`src/rtl/tl_coupler_buffered.sv`:
```
// TileLink-UL coupler with an independently sized FIFO on the A and D channels,
// an A-side quiesce control, and occupancy/idle reporting. Depth 0 means wire-through.

module tl_coupler_fifo #(
    parameter int W     = 8,
    parameter int DEPTH = 2,
    parameter int CW    = 2
) (
    input  logic          clock,
    input  logic          reset,
    input  logic          block,
    input  logic          in_valid,
    output logic          in_ready,
    input  logic [W-1:0]  in_data,
    output logic          out_valid,
    input  logic          out_ready,
    output logic [W-1:0]  out_data,
    output logic [CW-1:0] count
);
    generate
        if (DEPTH == 0) begin : g_pass
            logic unused_clk_rst;
            assign unused_clk_rst = clock ^ reset;
            // block gates both directions so nothing crosses while held
            assign in_ready  = out_ready && !block;
            assign out_valid = in_valid && !block;
            assign out_data  = in_data;
            assign count     = '0;
        end else begin : g_fifo
            localparam int PW = (DEPTH > 1) ? $clog2(DEPTH) : 1;
            localparam logic [PW-1:0] LAST = PW'(DEPTH - 1);

            logic [W-1:0]  mem [DEPTH];
            logic [PW-1:0] wr_ptr;
            logic [PW-1:0] rd_ptr;
            logic [CW-1:0] cnt;
            logic          enq;
            logic          deq;

            // ready looks only at the registered count: no fall-through when full
            assign in_ready  = (cnt != CW'(DEPTH)) && !block;
            assign out_valid = (cnt != '0);
            assign enq       = in_valid && in_ready;
            assign deq       = out_valid && out_ready;
            assign out_data  = mem[rd_ptr];
            assign count     = cnt;

            always_ff @(posedge clock) begin
                if (reset) begin
                    wr_ptr <= '0;
                    rd_ptr <= '0;
                    cnt    <= '0;
                end else begin
                    if (enq) wr_ptr <= (wr_ptr == LAST) ? '0 : wr_ptr + 1'b1;
                    if (deq) rd_ptr <= (rd_ptr == LAST) ? '0 : rd_ptr + 1'b1;
                    if (enq && !deq)      cnt <= cnt + 1'b1;
                    else if (deq && !enq) cnt <= cnt - 1'b1;
                end
            end

            always_ff @(posedge clock) begin
                if (enq) mem[wr_ptr] <= in_data;
            end
        end
    endgenerate
endmodule

module tl_coupler_buffered #(
    parameter int ADDR_W   = 31,
    parameter int DATA_W   = 64,
    parameter int SIZE_W   = 4,
    parameter int SOURCE_W = 1,
    parameter int SINK_W   = 1,
    parameter int A_DEPTH  = 2,
    parameter int D_DEPTH  = 2,
    localparam int CW_A    = (A_DEPTH > 0) ? $clog2(A_DEPTH + 1) : 1,
    localparam int CW_D    = (D_DEPTH > 0) ? $clog2(D_DEPTH + 1) : 1
) (
    input  logic                clock,
    input  logic                reset,
    output logic                auto_tl_in_a_ready,
    input  logic                auto_tl_in_a_valid,
    input  logic [2:0]          auto_tl_in_a_bits_opcode,
    input  logic [2:0]          auto_tl_in_a_bits_param,
    input  logic [SIZE_W-1:0]   auto_tl_in_a_bits_size,
    input  logic [SOURCE_W-1:0] auto_tl_in_a_bits_source,
    input  logic [ADDR_W-1:0]   auto_tl_in_a_bits_address,
    input  logic [DATA_W/8-1:0] auto_tl_in_a_bits_mask,
    input  logic [DATA_W-1:0]   auto_tl_in_a_bits_data,
    input  logic                auto_tl_in_a_bits_corrupt,
    input  logic                auto_tl_in_d_ready,
    output logic                auto_tl_in_d_valid,
    output logic [2:0]          auto_tl_in_d_bits_opcode,
    output logic [1:0]          auto_tl_in_d_bits_param,
    output logic [SIZE_W-1:0]   auto_tl_in_d_bits_size,
    output logic [SOURCE_W-1:0] auto_tl_in_d_bits_source,
    output logic [SINK_W-1:0]   auto_tl_in_d_bits_sink,
    output logic                auto_tl_in_d_bits_denied,
    output logic [DATA_W-1:0]   auto_tl_in_d_bits_data,
    output logic                auto_tl_in_d_bits_corrupt,
    input  logic                auto_tl_out_a_ready,
    output logic                auto_tl_out_a_valid,
    output logic [2:0]          auto_tl_out_a_bits_opcode,
    output logic [2:0]          auto_tl_out_a_bits_param,
    output logic [SIZE_W-1:0]   auto_tl_out_a_bits_size,
    output logic [SOURCE_W-1:0] auto_tl_out_a_bits_source,
    output logic [ADDR_W-1:0]   auto_tl_out_a_bits_address,
    output logic [DATA_W/8-1:0] auto_tl_out_a_bits_mask,
    output logic [DATA_W-1:0]   auto_tl_out_a_bits_data,
    output logic                auto_tl_out_a_bits_corrupt,
    output logic                auto_tl_out_d_ready,
    input  logic                auto_tl_out_d_valid,
    input  logic [2:0]          auto_tl_out_d_bits_opcode,
    input  logic [1:0]          auto_tl_out_d_bits_param,
    input  logic [SIZE_W-1:0]   auto_tl_out_d_bits_size,
    input  logic [SOURCE_W-1:0] auto_tl_out_d_bits_source,
    input  logic [SINK_W-1:0]   auto_tl_out_d_bits_sink,
    input  logic                auto_tl_out_d_bits_denied,
    input  logic [DATA_W-1:0]   auto_tl_out_d_bits_data,
    input  logic                auto_tl_out_d_bits_corrupt,
    input  logic                quiesce,
    output logic [CW_A-1:0]     a_count,
    output logic [CW_D-1:0]     d_count,
    output logic                idle
);
    localparam int AW = 3 + 3 + SIZE_W + SOURCE_W + ADDR_W + DATA_W / 8 + DATA_W + 1;
    localparam int DW = 3 + 2 + SIZE_W + SOURCE_W + SINK_W + 1 + DATA_W + 1;

    logic [AW-1:0] a_enq;
    logic [AW-1:0] a_deq;
    logic [DW-1:0] d_enq;
    logic [DW-1:0] d_deq;

    assign a_enq = {auto_tl_in_a_bits_opcode, auto_tl_in_a_bits_param, auto_tl_in_a_bits_size,
                    auto_tl_in_a_bits_source, auto_tl_in_a_bits_address, auto_tl_in_a_bits_mask,
                    auto_tl_in_a_bits_data, auto_tl_in_a_bits_corrupt};
    assign {auto_tl_out_a_bits_opcode, auto_tl_out_a_bits_param, auto_tl_out_a_bits_size,
            auto_tl_out_a_bits_source, auto_tl_out_a_bits_address, auto_tl_out_a_bits_mask,
            auto_tl_out_a_bits_data, auto_tl_out_a_bits_corrupt} = a_deq;

    assign d_enq = {auto_tl_out_d_bits_opcode, auto_tl_out_d_bits_param, auto_tl_out_d_bits_size,
                    auto_tl_out_d_bits_source, auto_tl_out_d_bits_sink, auto_tl_out_d_bits_denied,
                    auto_tl_out_d_bits_data, auto_tl_out_d_bits_corrupt};
    assign {auto_tl_in_d_bits_opcode, auto_tl_in_d_bits_param, auto_tl_in_d_bits_size,
            auto_tl_in_d_bits_source, auto_tl_in_d_bits_sink, auto_tl_in_d_bits_denied,
            auto_tl_in_d_bits_data, auto_tl_in_d_bits_corrupt} = d_deq;

    tl_coupler_fifo #(.W(AW), .DEPTH(A_DEPTH), .CW(CW_A)) u_a_fifo (
        .clock     (clock),
        .reset     (reset),
        .block     (quiesce),
        .in_valid  (auto_tl_in_a_valid),
        .in_ready  (auto_tl_in_a_ready),
        .in_data   (a_enq),
        .out_valid (auto_tl_out_a_valid),
        .out_ready (auto_tl_out_a_ready),
        .out_data  (a_deq),
        .count     (a_count)
    );

    // responses must always drain, so quiesce never reaches the D channel
    tl_coupler_fifo #(.W(DW), .DEPTH(D_DEPTH), .CW(CW_D)) u_d_fifo (
        .clock     (clock),
        .reset     (reset),
        .block     (1'b0),
        .in_valid  (auto_tl_out_d_valid),
        .in_ready  (auto_tl_out_d_ready),
        .in_data   (d_enq),
        .out_valid (auto_tl_in_d_valid),
        .out_ready (auto_tl_in_d_ready),
        .out_data  (d_deq),
        .count     (d_count)
    );

    assign idle = (a_count == '0) && (d_count == '0) && !auto_tl_in_a_valid && !auto_tl_out_d_valid;
endmodule

```
`config.mk`:
```
export PLATFORM = sky130hd
export DESIGN_NAME = tl_coupler_buffered
export DESIGN_NICKNAME = d
export VERILOG_FILES = /design/src/rtl/tl_coupler_buffered.sv
export SDC_FILE = /design/constraint.sdc
export NUM_CORES = 1
export LEC_CHECK = 0
export ABC_AREA = 1
export CAP_MARGIN = 20
export CORE_MARGIN = 3
export CORE_UTILIZATION = 48
export CTS_BUF_LIST = sky130_fd_sc_hd__clkbuf_16
export CTS_CLUSTER_DIAMETER = 30
export DETAILED_ROUTE_END_ITERATION = 12
export HOLD_SLACK_MARGIN = 0.1
export PLACE_DENSITY = 0.8
export SKIP_LAST_GASP = 1
export SLEW_MARGIN = 10
export SYNTH_ARGS = -nofsm -noshare
export SYNTH_HDL_FRONTEND = slang
export SYNTH_SLANG_ARGS = --single-unit
```
`constraint.sdc`:
```
create_clock -name clock -period 8.6 [get_ports clock]
set_clock_uncertainty 0.1 [all_clocks]
set_input_delay 1.72 -clock clock [delete_from_list [all_inputs] [get_ports clock]]
set_output_delay 1.72 -clock clock [all_outputs]
set_load 0.005 [all_outputs]
```
## Word level (Yosys, flattened, before mapping)

Memory sizes are Yosys's and may differ from the RTL's. A register that Yosys moved wholly into a read port is not among the register bits.
Cells that the tools add are included.

- Bits in registers: 8
- Memory bits (writable): 384
- Bits of input ports: 199
- Logic and storage cells: 59
- Memories: 2

Memory list:

| name | words | width | rd ports | clocked after memory_dff | wr ports | line | source |
|---|---|---|---|---|---|---|---|
| u_a_fifo.g_fifo.mem | 2 | 115 | 1 | 1 | 1 | 33 | `logic [W-1:0] mem [DEPTH];` |
| u_d_fifo.g_fifo.mem | 2 | 77 | 1 | 1 | 1 | 33 |  |

- Add/subtract/negate cells: 8
- Equality and inequality tests: 2
- Muxes and demuxes: 16
- Reductions and logical operators: 25

Operators with widths:

| cell | number |
|---|---|
| $logic_and A1 B1 Y1 | 12 |
| $mux W1 | 12 |
| $mux W2 | 4 |
| $reduce_bool A2 Y1 | 4 |
| $logic_not A1 Y1 | 7 |
| $add A1 B1 Y1 const B | 4 |
| $add A2 B1 Y2 const B | 2 |
| $logic_not A2 Y1 | 2 |
| $ne A2 B2 Y1 const B | 2 |
| $sub A2 B1 Y2 const B | 2 |

## Logic depth before layout (Yosys ltp)

- Depth after elaboration: 7
- Gate-level depth with buffers: 11

## Hierarchy

Synthesis repeated with hierarchy kept, for this count alone.

- Cell total of the unflattened synthesis: 684
- Area, all modules: 14722.9 um^2

By module, submodules not included:

| module | times used | cells an instance | area each (um^2) | seq. area each (um^2) |
|---|---|---|---|---|
| tl_coupler_fifo at u_a_fifo | 1 | 398 | 8752.1 | 7006.7 |
| tl_coupler_fifo at u_d_fifo | 1 | 280 | 5945.7 | 4724.5 |
| tl_coupler_buffered | 1 | 6 | 25.0 | 0.0 |

## Least setup slack after synthesis

OpenSTA, ideal clock, no wires.

- Path type: input-to-reg
- Start point: input port quiesce
- End point: memory u_a_fifo.g_fifo.mem[0][0] (netlist bit), enable pin
- Arrival time: 6674 ps
- Data required time: 7910 ps
- Setup slack: 1236 ps
- Cell stages on the path: 3
- Path buffers: 0
- Path through: inv_1 -> nand3_1 -> nor2_1

- Cells in the longest elaborated chain, start to end: 5

RTL lines:

| item | line | source |
|---|---|---|
| from (decl) | 121 | `input logic quiesce,` |
| $logic_not A1 Y1 | 41 | `assign in_ready = (cnt != CW'(DEPTH)) && !block;` |
| $logic_and A1 B1 Y1 | 41 |  |
| $logic_and A1 B1 Y1 | 43 | `assign enq = in_valid && in_ready;` |
| $mux W1 | 62 | `if (enq) mem[wr_ptr] <= in_data;` |
| $mux W1 (implied by the code) | 62 |  |
| to (decl) | 33 |  |

No other way between the ends.

==> summary.txt <==
Mapped cell area = 14700 um2
Startpoint Class = register
Post-route ant nets = 0
IO buf count = 399
Worst IR Drop VDD = 0.299 mV
H-tree depth = 3
CP Data Required Time = 6780 ps
Tcrit/Tclk final = 0.602
RSZ-0062 raised after global routing = false
CP Class = register to primary output
Syn_nets = 876
Initial core utilization = 0.491
DRC errors left = 0
Clock transition at the registers of the reported paths = 40 ps
Most frequent cells in the layout = clkdlybuf4s50_1 (399), edfxtp_1 (384), mux2_2 (112)
Via-to-Cell Ratio = 4.99
Root buf cell = clkbuf_16
Total CTS buffers = 74
Largest net degree at the start of global routing = 79
Area of the multi-input gates = 2720 um2
Worst Path Max Fanout = 59
RePlAce Congestion = 0.785
Vias in the first global route = 8711
Synthesized instance count = 675
Placed Instances = 1449
Max Cap Viol = 0
Final WL = 34300 um
Clock tree sinks = 394
Final Setup Violations = 0
Worst hold path cell count = 2
Resized cells post-CTS = 0
CTS Hold Bufs = 0
Via count = 7937
Worst reg-to-reg path cell count = 6
Design Power = 6.33 mW
Grt total ovfl = 0
CTS tree = done
Routed len/inst = 21.6 um
Num rows = 63
Pwr dens = 294 nW/um2
Mapped Avg Cell Area = 21.7 um2
Cell variety after synth = 15
Clock Latency Late Sink = 540 ps
Fin crit period = 5180 ps
Die area = 32700 um2
Reg area = 11700 um2
Slew margin rel. = 0.285
Fin nets = 1336
First-pass GRT wire length = 50800 um
Hold Vio Cnt, Final = 0
TNS Setup = 0 ps
# fillers = 1811
Chip width = 181 um
Final HPWL DP = 22500 um
CP endpoint kind = primary output
Critical path arrival = 3360 ps
Worst-margin pin slew = 1070 ps
Worst hold path type = register to register
Sequential area share after synthesis = 0.800
Max Slew Vio Count = 0
Non-Filler Instances = 1592
Postcts setup bufs = 0
Yosys reg bits = 394
Warnings from Yosys = 0
Core area = 29900 um2
Min Hold Slack = 387 ps
First-pass DRT Iterations = 4
Share of cells above drive strength 1 = 0.272
Tot GR Track Use = 0.203
Drt initial violations = 401
Synthesis-to-finish area growth = 46.9%
Die height = 181 um
# IOs = 400
Leakage = 7.62 nW
Outcome = complete, no violations
Fmax = 193 MHz
CTS Buffer Depth = 3
Initial antenna violation count = 8
Leading cell type in the layout, fill and taps excluded = clkdlybuf4s50_1
-- stage by stage --
step / instance area (um2) / util / setup WS [ps]
after global routing: 21500 / 0.721 / 3250
after CTS: 21500 / 0.721 / 3350
final: 21500 / 0.721 / 3420
after global placement: 19100 / 0.638 / 3720
after detailed placement: 19100 / 0.638 / 3720
after floorplan: 14700 / - / 1240
-- cell families after synthesis --
family          share of synthesized area
fa+ha+maj                         0.00171
buf+inv                            0.0165
mux                                 0.168
flops                               0.800
compound gates                    0.00273
simple gates                       0.0113
-- critical path: stages, from the launching register on --
cell             delay, ps
dfxtp_4                970
buf_4                  870
mux2_2                 420
clkdlybuf4s50_1        500
-- per-layer routing --
metal	routed length (um)	vias up	part of all wire	global-route usage
met5	13	-	0.00038	0
met2	18600	318	0.54	0.365
met4	1480	2	0.043	0.106
met1	11900	3913	0.35	0.212
li1	-	3611	-	-
met3	2360	93	0.069	0.0650
-- area by class of cell --
| cell class | count | area share |
|---|---|---|
| sequential | 394 | 0.545 |
| timing repair buffer | 406 | 0.188 |
| multi-input combinational | 242 | 0.126 |
| clock buffer | 76 | 0.0883 |
| clock inverter | 60 | 0.0265 |
| tap | 390 | 0.0226 |
| inverter | 17 | 0.00308 |
| antenna | 7 | 0.000813 |
-- report_power, final --
group	internal (mW)	leakage, nW	switching, mW
Combinational	0.700	2.77	0.438
Clock	1.83	1.22	0.948
Sequential	2.32	3.63	0.0886
Total	4.85	7.62	1.47
-- state kept, by name (all words and copies together), names as in the netlist, named ones only --
name                    cells
u_a_fifo.count              2
u_d_fifo.g_fifo.mem       154
u_d_fifo.g_fifo.rd_ptr      1
u_d_fifo.count              2
u_d_fifo.g_fifo.wr_ptr      1
u_a_fifo.g_fifo.mem       230
u_a_fifo.g_fifo.wr_ptr      1
u_a_fifo.g_fifo.rd_ptr      1
-- path summary, 6_finish.rpt --
kind | start | slack (ps) | end
hold / removal | u_d_fifo.g_fifo.rd_ptr | 390 | register
hold reg to reg | u_d_fifo.g_fifo.rd_ptr | 390 | register
setup reg to reg | u_a_fifo.count[0] | 5760 | u_a_fifo.g_fifo.mem[0][76]
setup / recovery | register | 3420 | auto_tl_out_a_bits_data[17]
-- cells in the mapped netlist --
library cell | n | area, um2
nor4_1 | 1 | 6.26
inv_1 | 17 | 63.8
nand3_1 | 5 | 25.0
dfxtp_1 | 10 | 200
edfxtp_1 | 384 | 11500
a21oi_1 | 5 | 25.0
nand4_1 | 3 | 18.8
nand2_1 | 19 | 71.3
mux2_4 | 80 | 1200
buf_2 | 11 | 55.1
o21ai_0 | 3 | 15.0
ha_1 | 2 | 25.0
nor2_1 | 12 | 45.0
mux2_2 | 112 | 1260
buf_6 | 11 | 124
Note: power is estimated with default switching activity, not from simulation.
